File: config.mk
export PLATFORM = sky130hd
export DESIGN_NAME = approx_error_monitor_flat
export DESIGN_NICKNAME = d
export VERILOG_FILES = /design/src/rtl/approx_error_monitor_if.sv /design/src/rtl/approx_error_monitor.sv /design/src/flat_wrapper.sv
export SDC_FILE = /design/constraint.sdc
export NUM_CORES = 1
export LEC_CHECK = 0
export CAP_MARGIN = 5
export CELL_PAD_IN_SITES_DETAIL_PLACEMENT = 0
export CELL_PAD_IN_SITES_GLOBAL_PLACEMENT = 1
export CORE_ASPECT_RATIO = 0.75
export CORE_UTILIZATION = 41
export CTS_CLUSTER_SIZE = 20
export DETAILED_ROUTE_END_ITERATION = 7
export HOLD_SLACK_MARGIN = 0.02
export MAX_ROUTING_LAYER = met4
export PLACE_DENSITY = 0.89
export SLEW_MARGIN = 20
export SYNTH_ARGS = -nofsm -noshare
export SYNTH_HDL_FRONTEND = slang
export SYNTH_SLANG_ARGS = --single-unit
File: constraint.sdc
create_clock -name clk -period 5.2 [get_ports clk]
set_clock_uncertainty 0.1 [all_clocks]
set_input_delay 1.3 -clock clk [delete_from_list [all_inputs] [get_ports clk]]
set_output_delay 1.3 -clock clk [all_outputs]
set_load 0.05 [all_outputs]
File: src/rtl/approx_error_monitor_if.sv
// Bundle between the adder-pair front end / readout logic and the error monitor.
// The front end drives samples and window control; the monitor returns handshake and statistics.
interface approx_error_monitor_if #(
  parameter int WIDTH = 16,
  parameter int CNT_W = 16,
  parameter int ACC_W = WIDTH + 1 + CNT_W
);
  logic             start;
  logic [CNT_W-1:0] num_samples;
  logic             in_valid;
  logic             in_ready;
  logic [WIDTH:0]   approx_res;
  logic [WIDTH:0]   exact_res;
  logic             busy;
  logic             done;
  logic [CNT_W-1:0] samples_seen;
  logic [CNT_W-1:0] err_count;
  logic [ACC_W-1:0] ed_sum;
  logic [WIDTH:0]   ed_max;

  modport master (
    output start, num_samples, in_valid, approx_res, exact_res,
    input  in_ready, busy, done, samples_seen, err_count, ed_sum, ed_max
  );

  modport slave (
    input  start, num_samples, in_valid, approx_res, exact_res,
    output in_ready, busy, done, samples_seen, err_count, ed_sum, ed_max
  );
endinterface

File: src/rtl/approx_error_monitor.sv
// Windowed error statistics for an approximate adder checked against the exact adder:
// error count, sum and maximum of the error distance over N accepted sample pairs.
module approx_error_monitor #(
  parameter int WIDTH = 16,
  parameter int CNT_W = 16,
  parameter int ACC_W = WIDTH + 1 + CNT_W
) (
  input logic                   clk,
  input logic                   rst,
  approx_error_monitor_if.slave bus
);

  typedef enum logic [1:0] {S_IDLE, S_RUN, S_DRAIN, S_DONE} state_t;

  state_t           r_state;
  state_t           w_state_nxt;
  logic [CNT_W-1:0] r_num;
  logic [CNT_W-1:0] r_seen;
  logic [CNT_W-1:0] r_errc;
  logic [ACC_W-1:0] r_sum;
  logic [WIDTH:0]   r_max;
  logic [WIDTH:0]   r_ed_p1;
  logic             r_vld_p1;
  logic             w_accept;
  logic             w_start_ok;
  logic             w_last;

  // One extra bit of headroom keeps the full-scale distance 2^(WIDTH+1)-1 from wrapping.
  function automatic logic [WIDTH:0] abs_diff(input logic [WIDTH:0] a, input logic [WIDTH:0] b);
    logic signed [WIDTH+1:0] d;
    d = $signed({1'b0, a}) - $signed({1'b0, b});
    if (d < 0) d = -d;
    return d[WIDTH:0];
  endfunction

  assign w_accept   = bus.in_valid && (r_state == S_RUN);
  assign w_start_ok = bus.start && ((r_state == S_IDLE) || (r_state == S_DONE));
  assign w_last     = w_accept && (r_seen == (r_num - CNT_W'(1)));

  always_comb begin
    w_state_nxt = r_state;
    case (r_state)
      S_IDLE, S_DONE: begin
        if (bus.start) w_state_nxt = (bus.num_samples == '0) ? S_DONE : S_RUN;
      end
      S_RUN: begin
        if (w_last) w_state_nxt = S_DRAIN;
      end
      S_DRAIN: begin
        if (!r_vld_p1) w_state_nxt = S_DONE;
      end
      default: w_state_nxt = S_IDLE;
    endcase
  end

  always_ff @(posedge clk or posedge rst) begin
    if (rst) begin
      r_state  <= S_IDLE;
      r_num    <= '0;
      r_seen   <= '0;
      r_errc   <= '0;
      r_sum    <= '0;
      r_max    <= '0;
      r_ed_p1  <= '0;
      r_vld_p1 <= 1'b0;
    end else begin
      r_state <= w_state_nxt;
      // S1: error distance of the accepted pair
      r_vld_p1 <= w_accept;
      if (w_accept) r_ed_p1 <= abs_diff(bus.approx_res, bus.exact_res);
      // S2: fold the distance into the window statistics
      if (w_start_ok) begin
        r_num  <= bus.num_samples;
        r_seen <= '0;
        r_errc <= '0;
        r_sum  <= '0;
        r_max  <= '0;
      end else begin
        if (w_accept) r_seen <= r_seen + CNT_W'(1);
        if (r_vld_p1) begin
          r_sum  <= r_sum + ACC_W'(r_ed_p1);
          r_errc <= r_errc + CNT_W'(r_ed_p1 != '0);
          if (r_ed_p1 > r_max) r_max <= r_ed_p1;
        end
      end
    end
  end

  assign bus.in_ready     = (r_state == S_RUN);
  assign bus.busy         = (r_state == S_RUN) || (r_state == S_DRAIN);
  assign bus.done         = (r_state == S_DONE);
  assign bus.samples_seen = r_seen;
  assign bus.err_count    = r_errc;
  assign bus.ed_sum       = r_sum;
  assign bus.ed_max       = r_max;

endmodule

File: src/flat_wrapper.sv
// flat-port wrapper written by rule: the top's interface ports become plain ports
module approx_error_monitor_flat 
#(
  parameter int WIDTH = 16,
  parameter int CNT_W = 16,
  parameter int ACC_W = WIDTH + 1 + CNT_W
)
  (clk, rst, bus_start, bus_num_samples, bus_in_valid, bus_approx_res, bus_exact_res, bus_in_ready, bus_busy, bus_done, bus_samples_seen, bus_err_count, bus_ed_sum, bus_ed_max);
  approx_error_monitor_if #(.WIDTH(WIDTH), .CNT_W(CNT_W), .ACC_W(ACC_W)) bus_i ();
  input logic clk;
  input logic rst;
  input wire logic [$bits(bus_i.start)-1:0] bus_start;
  input wire logic [$bits(bus_i.num_samples)-1:0] bus_num_samples;
  input wire logic [$bits(bus_i.in_valid)-1:0] bus_in_valid;
  input wire logic [$bits(bus_i.approx_res)-1:0] bus_approx_res;
  input wire logic [$bits(bus_i.exact_res)-1:0] bus_exact_res;
  output wire logic [$bits(bus_i.in_ready)-1:0] bus_in_ready;
  output wire logic [$bits(bus_i.busy)-1:0] bus_busy;
  output wire logic [$bits(bus_i.done)-1:0] bus_done;
  output wire logic [$bits(bus_i.samples_seen)-1:0] bus_samples_seen;
  output wire logic [$bits(bus_i.err_count)-1:0] bus_err_count;
  output wire logic [$bits(bus_i.ed_sum)-1:0] bus_ed_sum;
  output wire logic [$bits(bus_i.ed_max)-1:0] bus_ed_max;
  assign bus_i.start = bus_start;
  assign bus_i.num_samples = bus_num_samples;
  assign bus_i.in_valid = bus_in_valid;
  assign bus_i.approx_res = bus_approx_res;
  assign bus_i.exact_res = bus_exact_res;
  assign bus_in_ready = bus_i.in_ready;
  assign bus_busy = bus_i.busy;
  assign bus_done = bus_i.done;
  assign bus_samples_seen = bus_i.samples_seen;
  assign bus_err_count = bus_i.err_count;
  assign bus_ed_sum = bus_i.ed_sum;
  assign bus_ed_max = bus_i.ed_max;
  approx_error_monitor #(.WIDTH(WIDTH), .CNT_W(CNT_W), .ACC_W(ACC_W)) u_core (.clk(clk), .rst(rst), .bus(bus_i));
endmodule
==> run summary, run 1 <==
Outcome: completed
Worst Path Arrival: 4.56 ns
Slowest cell on the critical path: or4_1
PD cells: 503 nW/um^2
Resized cells post-CTS: 0
CTS clk-pin slew, worst paths: 0.05 ns
Reg-to-reg slack, setup: 1.76 ns
Routability Congestion: 0.897
Final WS setup: 0.860 ns
Tot GR Track Use: 0.205
Clock sink count: 118
Setup TNS: 0 ns
Final-report max-slew violation count: 0
First-pass GRT wire length: 31.6 mm
Crit. End Element: register
P_int: 2.95 mW
Tcrit/Tclk final: 0.835
Initial Util: 0.426
Setup-failing EPs final: 0
Hold path depth: 2
Mapped cell area: 8020 sq um
PortBufs: 138
RSZ-0062 raised after global routing: false
Final WL: 19.3 mm
Number of hold buffers added after cts: 0
Max Fanout on Critical Path: 6
WL/cell: 14.8 um
Total power: 5.16 mW
Max Fclk: 0.230 GHz
Initial DRC Count: 521
Sequential share of the synthesized area: 0.368
Final Cell Area: 10300 sq um
CTS tree: yes
Share of cells above drive strength 1: 0.0481
Setup bufs post-CTS: 0
Place WS: 0.436 ns
CTS buffer count: 17
Worst Hold Path EP: u_core.r_num[15]
DPL Wire Length: 14.3 mm
Std cell rows: 43
Max-cap violations: 0
Worst-margin pin slew: 0.817 ns
Cells after synthesis: 914
Clock Tree Root: clkbuf_16
Leak Pwr: 4.73 nW
Ant diodes: 0
Netlist cell types: 59
Finished Layout Cells: 1307
Ys async rst share: 1.00
FF/Latch Area: 2950 sq um
Total area of multi-input combinational cells: 4730 sq um
Syn nets: 1030
Filler Cells Inserted: 1750
Buf/Inv on CP: 2
Crit-path leading delay family: simple AND/OR/NAND/NOR gates
H-tree depth: 4
Syn avg cell area: 8.77 sq um
Sw Pwr: 2.21 mW
YS warnings: 0
Inst Count DP: 1275
Largest net degree at the start of global routing: 97
Number of global-route vias before repair: 6291
VDD IR max: 0.000276 V
Relative slew slack: 0.454
Clk_lat worst skew: 0.42 ns
Nets: 1163
Hold_sp: u_core.r_num[15]
Post-route minimum period: 4.34 ns
Synth-to-layout area growth: 28.1%
Die area: 20100 sq um
Residual DRC: 0
Drt first pass iters: 7
Chip Width: 163 um
Slowest stage delay, CP: 0.51 ns
Worst r2r path cells: 11
Crit start category: primary input
GRT overflow: 0
Via count: 6859
Worst EP required: 5.42 ns
Post-DP Area: 9650 sq um
Clock power frac: 0.242
Count of state elements after synthesis: 118
RR Startpoint: u_core.r_ed_p1[0]
Min-Delay Path Class: register to register
Fin. Hold Viols: 0
Sw Share: 0.428
CP Class: primary input to register
Comb pwr share: 0.477
Main synth FF type: dfrtp_1
RR Endpoint: u_core.bus.ed_sum[22]
Vert. Die Dim: 123 um
CTS max path bufs: 2
Initial antenna violation count: 0
Reg power frac: 0.281
Vias/cell: 5.25
# IOs: 139
Detail Route Antenna Nets: 0
Post-synth EDFFs: 0
Crit-path cells: clkdlybuf4s50_1 -> ha_1 -> inv_1 -> fa_1 -> a211oi_1 -> o31ai_2 -> o2111ai_1 -> nand3b_1 -> xnor2_1 -> nand3_1 -> or4_1 -> and3_1 -> o31ai_1
Core area: 18800 sq um
power groups by stage:
| stage | sequential (mW) | clock, mW | combinational [mW] |
|---|---|---|---|
| detailed placement | 1.46 | 0 | 2.46 |
| CTS | 1.45 | 1.28 | 2.48 |
| finish | 1.45 | 1.25 | 2.46 |
| global route | 1.49 | 1.32 | 2.74 |
| global placement | 1.45 | 0 | 2.42 |
| floorplan | 1.62 | 0 | 1.63 |
flip-flops by register name, summed over array words and instances (netlist names):
name and flops:
u_core.bus.ed_max 17, u_core.bus.err_count 16, u_core.r_vld_p1 1, u_core.r_num 16
u_core.bus.samples_seen 16, u_core.bus.ed_sum 33, u_core.r_ed_p1 17, u_core.r_state 2
final cells by class:
cell class                      instances  area share
Multi-Input combinational cell        710       0.460
Timing Repair Buffer                  147       0.142
Clock inverter                         10      0.0173
Tap cell                              247      0.0301
Inverter                               53      0.0196
Sequential cell                       118       0.287
Clock buffer                           22      0.0432
worst reg2reg max path, stage by stage, from the launching register on:
cell and delay [ns]:
dfrtp_1 0.47, ha_1 0.23, fa_1 0.21, a21o_1 0.12, a21oi_1 0.10, or4_1 0.52, a31oi_1 0.32, o2111ai_1 0.22
a311oi_2 0.60, nand4_1 0.20, xor2_1 0.17, nor2_1 0.05
per-stage QoR:
| stage | hold WS (ns) | utilization |
|---|---|---|
| after floorplan | 0.367 | - |
| after global placement | 0.391 | 0.512 |
| after detailed placement | 0.386 | 0.512 |
| after CTS | 0.407 | 0.546 |
| after global routing | 0.454 | 0.546 |
| final | 0.411 | 0.546 |
cell usage after synthesis (3+ instances only):
library cell / n / area, sq um
a21oi_1: 33 / 165
o211ai_1: 9 / 67.6
clkbuf_1: 26 / 97.6
and4_1: 5 / 43.8
xor2_1: 55 / 482
o21bai_1: 4 / 30.0
nor2_1: 111 / 417
nand2b_1: 5 / 31.3
nor3b_1: 6 / 45.0
mux2i_1: 40 / 400
nand2_1: 112 / 420
nand4_1: 12 / 75.1
inv_1: 52 / 195
a31oi_1: 9 / 56.3
nor4_1: 11 / 68.8
and3_1: 16 / 100
ha_1: 60 / 751
or2_2: 5 / 31.3
dfrtp_1: 118 / 2950
o21ai_0: 44 / 220
o31a_1: 3 / 26.3
o21a_1: 7 / 52.6
o2111ai_1: 4 / 35.0
or3_1: 3 / 18.8
nor2b_1: 5 / 31.3
nand3_1: 30 / 150
and2_1: 4 / 25.0
nor3_1: 17 / 85.1
or4_1: 9 / 67.6
xnor2_1: 43 / 377
a21o_1: 14 / 105
buf_2: 3 / 15.0
a211oi_1: 6 / 45.0
worst max-delay path by stage:
stage / start / end / cells past startpoint
2_1_floorplan: rst / u_core.bus.ed_max[0] / 1
3_3_place_gp: bus_exact_res[0] / u_core.r_ed_p1[15] / 13
3_5_place_dp: bus_exact_res[0] / u_core.r_ed_p1[15] / 13
4_1_cts: bus_exact_res[0] / u_core.r_ed_p1[15] / 13
5_1_grt: bus_exact_res[0] / u_core.r_ed_p1[15] / 13
6_report: bus_exact_res[0] / u_core.r_ed_p1[15] / 13
logic make-up (layout without fill, tap and decap cells):
logic type | count (synthesis) | in the layout | share of synthesized area
buf+inv | 86 | 232 | 0.0426
fa+ha+maj | 62 | 62 | 0.0986
compound gates | 154 | 154 | 0.125
xor+xnor | 98 | 98 | 0.107
simple gates | 356 | 356 | 0.208
mux | 40 | 40 | 0.0499
flops | 118 | 118 | 0.368
placed cells by master (no fill, tap or decap), drive strengths merged, types with 18 or more instances in the layout:
cell | synthesis | layout
clkdlybuf4s50 | 0 | 138
dfrtp | 118 | 118
nand2 | 112 | 112
nor2 | 111 | 111
ha | 60 | 60
xor2 | 55 | 55
inv | 52 | 52
o21ai | 46 | 46
xnor2 | 43 | 43
mux2i | 40 | 40
a21oi | 33 | 33
nand3 | 30 | 30
clkbuf | 26 | 22
nor3 | 18 | 18
metal layers:
layer / vias to the layer above / track usage / share of wire
met4: 0 / 0.0486 / 0.0098
met3: 15 / 0.0406 / 0.044
li1: 3444 / - / -
met1: 3225 / 0.291 / 0.52
met2: 175 / 0.300 / 0.43
met5: - / - / 0
(Power assumes the default switching activity.)
==> run 2, diff against run 1 <==
clock period = 4.55 ns   (was 5.2 ns; I/O delays follow)
==> run 2 against run 1 <==
  * Count of clock-buffer cells in the layout decreased by 1
  * Clock power increased by 11%
  * Global-route usage decreased by 0.57 points
  * Wire length decreased by 1.7%
  * Cell count increased by 0.99%
  * Die area unchanged
  * Critical endpoint unchanged
  * Highest routed layer unchanged
==> run summary, run 2 (synthesis results as in run 1) <==
Outcome: completed (unchanged)
Ant diodes: 0 (unchanged)
RSZ-0062 raised after global routing: false (unchanged)
RR Endpoint: u_core.bus.ed_sum[18] (was u_core.bus.ed_sum[22])
Crit-path cells: clkdlybuf4s50_1 -> ha_1 -> inv_1 -> fa_1 -> a211oi_1 -> o31ai_2 -> o2111ai_1 -> nand3b_1 -> xnor2_1 -> nand3_1 -> or4_1 -> and3_1 -> o31ai_1 (unchanged)
Worst Hold Path EP: u_core.r_num[15] (unchanged)
Fin. Hold Viols: 0 (unchanged)
Leak Pwr: 4.78 nW (was 4.73 nW)
Number of hold buffers added after cts: 0 (unchanged)
CP Launch Point: bus_exact_res[0] (unchanged)
DPL Wire Length: 14.6 mm (was 14.3 mm)
Detail Route Antenna Nets: 0 (unchanged)
Die area: 20100 sq um (unchanged)
WL/cell: 14.4 um (was 14.8 um)
Place WS: -0.0268 ns (was 0.436 ns)
Initial antenna violation count: 0 (unchanged)
Final WS setup: 0.424 ns (was 0.860 ns)
RR Startpoint: u_core.r_ed_p1[0] (unchanged)
Reg-to-reg slack, setup: 1.15 ns (was 1.76 ns)
Max FFs per register: 33 (unchanged)
CTS tree: yes (unchanged)
Routability Congestion: 0.898 (was 0.897)
Highest-count cells in the layout ignoring fill and taps: 138 x clkdlybuf4s50_1, 118 x dfrtp_1, 112 x nand2_1, 111 x nor2_1, 60 x ha_1 (unchanged)
Slowest cell on the critical path: or4_1 (unchanged)
Max Fanout on Critical Path: 6 (unchanged)
Std cell rows: 43 (unchanged)
Residual DRC: 0 (unchanged)
Slowest stage delay, CP: 0.49 ns (was 0.51 ns)
GRT overflow: 0 (unchanged)
Commonest non-fill, non-tap cell in the layout: clkdlybuf4s50_1 (unchanged)
Vias/cell: 5.21 (was 5.25)
Chip Width: 163 um (unchanged)
Final core occ: 0.550 (was 0.546)
PD cells: 568 nW/um^2 (was 503 nW/um^2)
Initial DRC Count: 531 (was 521)
Worst r2r path cells: 11 (unchanged)
Max Fclk: 0.242 GHz
Hold_sp: u_core.r_num[15] (unchanged)
Tcrit/Tclk final: 0.907
CTS max path bufs: 2 (unchanged)
Tot GR Track Use: 0.199 (was 0.205)
CP Class: primary input to register (unchanged)
Crit-path leading delay family: compound AO/OA/AOI/OAI gates (was simple AND/OR/NAND/NOR gates)
Setup bufs post-CTS: 0 (unchanged)
Setup-failing EPs final: 0 (unchanged)
Total power: 5.88 mW (was 5.16 mW)
H-tree depth: 4 (unchanged)
First-pass GRT wire length: 30.9 mm (was 31.6 mm)
Nets: 1176 (was 1163)
Synth-to-layout area growth: 29.1% (was 28.1%)
PortBufs: 138 (unchanged)
Clock Tree Root: clkbuf_16 (unchanged)
Setup TNS: 0 ns (unchanged)
Vert. Die Dim: 123 um (unchanged)
Hold path depth: 2 (unchanged)
Crit. End Element: register (unchanged)
Drt first pass iters: 5 (was 7)
# IOs: 139 (unchanged)
Finished Layout Cells: 1320 (was 1307)
Clock sink count: 118 (unchanged)
Resized cells post-CTS: 0 (unchanged)
Min-Delay Path Class: register to register (unchanged)
CTS buffer count: 17 (unchanged)
Clk_lat worst skew: 0.42 ns (about the same)
Worst Path Arrival: 4.35 ns (was 4.56 ns)
Initial Util: 0.426 (unchanged)
Max-cap violations: 0 (unchanged)
Crit start category: primary input (unchanged)
Largest net degree at the start of global routing: 51 (was 97)
Post-route minimum period: 4.13 ns
Buf/Inv on CP: 2 (unchanged)
Via count: 6882 (was 6859)
Worst-margin pin slew: 0.963 ns (was 0.817 ns)
Core area: 18800 sq um (unchanged)
Inst Count DP: 1288 (was 1275)
Number of global-route vias before repair: 6190 (was 6291)
Final WL: 19.0 mm (was 19.3 mm)
Relative slew slack: 0.358 (was 0.454)
VDD IR max: 0.000333 V (was 0.000276 V)
Share of cells above drive strength 1: 0.0634 (was 0.0481)
CTS clk-pin slew, worst paths: 0.05 ns (about the same)
Final-report max-slew violation count: 0 (unchanged)
Worst EP required: 4.77 ns (was 5.42 ns)
run 2: cell types whose count changed in the layout (fill, tap and decap cells not counted), sizes merged:
cell / before / now
buf: 9 / 22
bufinv: 5 / 3
clkbuf: 22 / 21
clkinv: 5 / 6
clkinvlp: 1 / 3
run 2: worst max path at each step:
| stage | to | slack, ns | cells past startpoint |
|---|---|---|---|
| after global placement | u_core.r_ed_p1[15] | 0.08 | 12 |
| final | u_core.r_ed_p1[15] | 0.42 | 13 |
| after detailed placement | u_core.r_ed_p1[15] | -0.03 | 13 |
| after global routing | u_core.r_ed_p1[15] | 0.22 | 14 |
| after floorplan | u_core.bus.ed_max[0] | 0.18 | 1 |
| after CTS | u_core.r_ed_p1[15] | 0.39 | 13 |
run 2: cell type report:
type | count | area (sq um)
Inverter | 53 | 201
Sequential cell | 118 | 2950
Timing Repair Buffer | 160 | 1550
Clock inverter | 11 | 149
Clock buffer | 21 | 470
Tap cell | 247 | 309
Multi-Input combinational cell | 710 | 4730
Fill cell | 1736 | 8480
run 2: power by group:
group / leakage (nW) / switching, mW / internal, mW
clock: 0.295 / 0.483 / 0.904
combinational: 2.92 / 1.70 / 1.12
sequential: 1.57 / 0.362 / 1.30
total: 4.78 / 2.55 / 3.33
run 2: stage by stage:
step / instance area (sq um) / hold WS, ns
2_1_floorplan: 8020 / 0.367
3_3_place_gp: 9740 / 0.389
3_5_place_dp: 9740 / 0.396
4_1_cts: 10400 / 0.415
5_1_grt: 10400 / 0.436
6_report: 10400 / 0.415
run 2: routing by layer:
metal | track usage | share of wire
met5 | - | 0
met4 | 0.0602 | 0.013
met3 | 0.0332 | 0.047
met2 | 0.287 | 0.43
met1 | 0.285 | 0.51
run 2: worst reg2reg max path: stages (launching register included):
cell       delay, ns
dfrtp_1         0.47
ha_1            0.24
fa_1            0.22
a21o_1          0.12
a21oi_1         0.10
or4_1           0.52
a31oi_1         0.30
o2111ai_1       0.21
a311oi_2        0.57
nand3_1         0.17
xor2_1          0.18
nor2_1          0.06
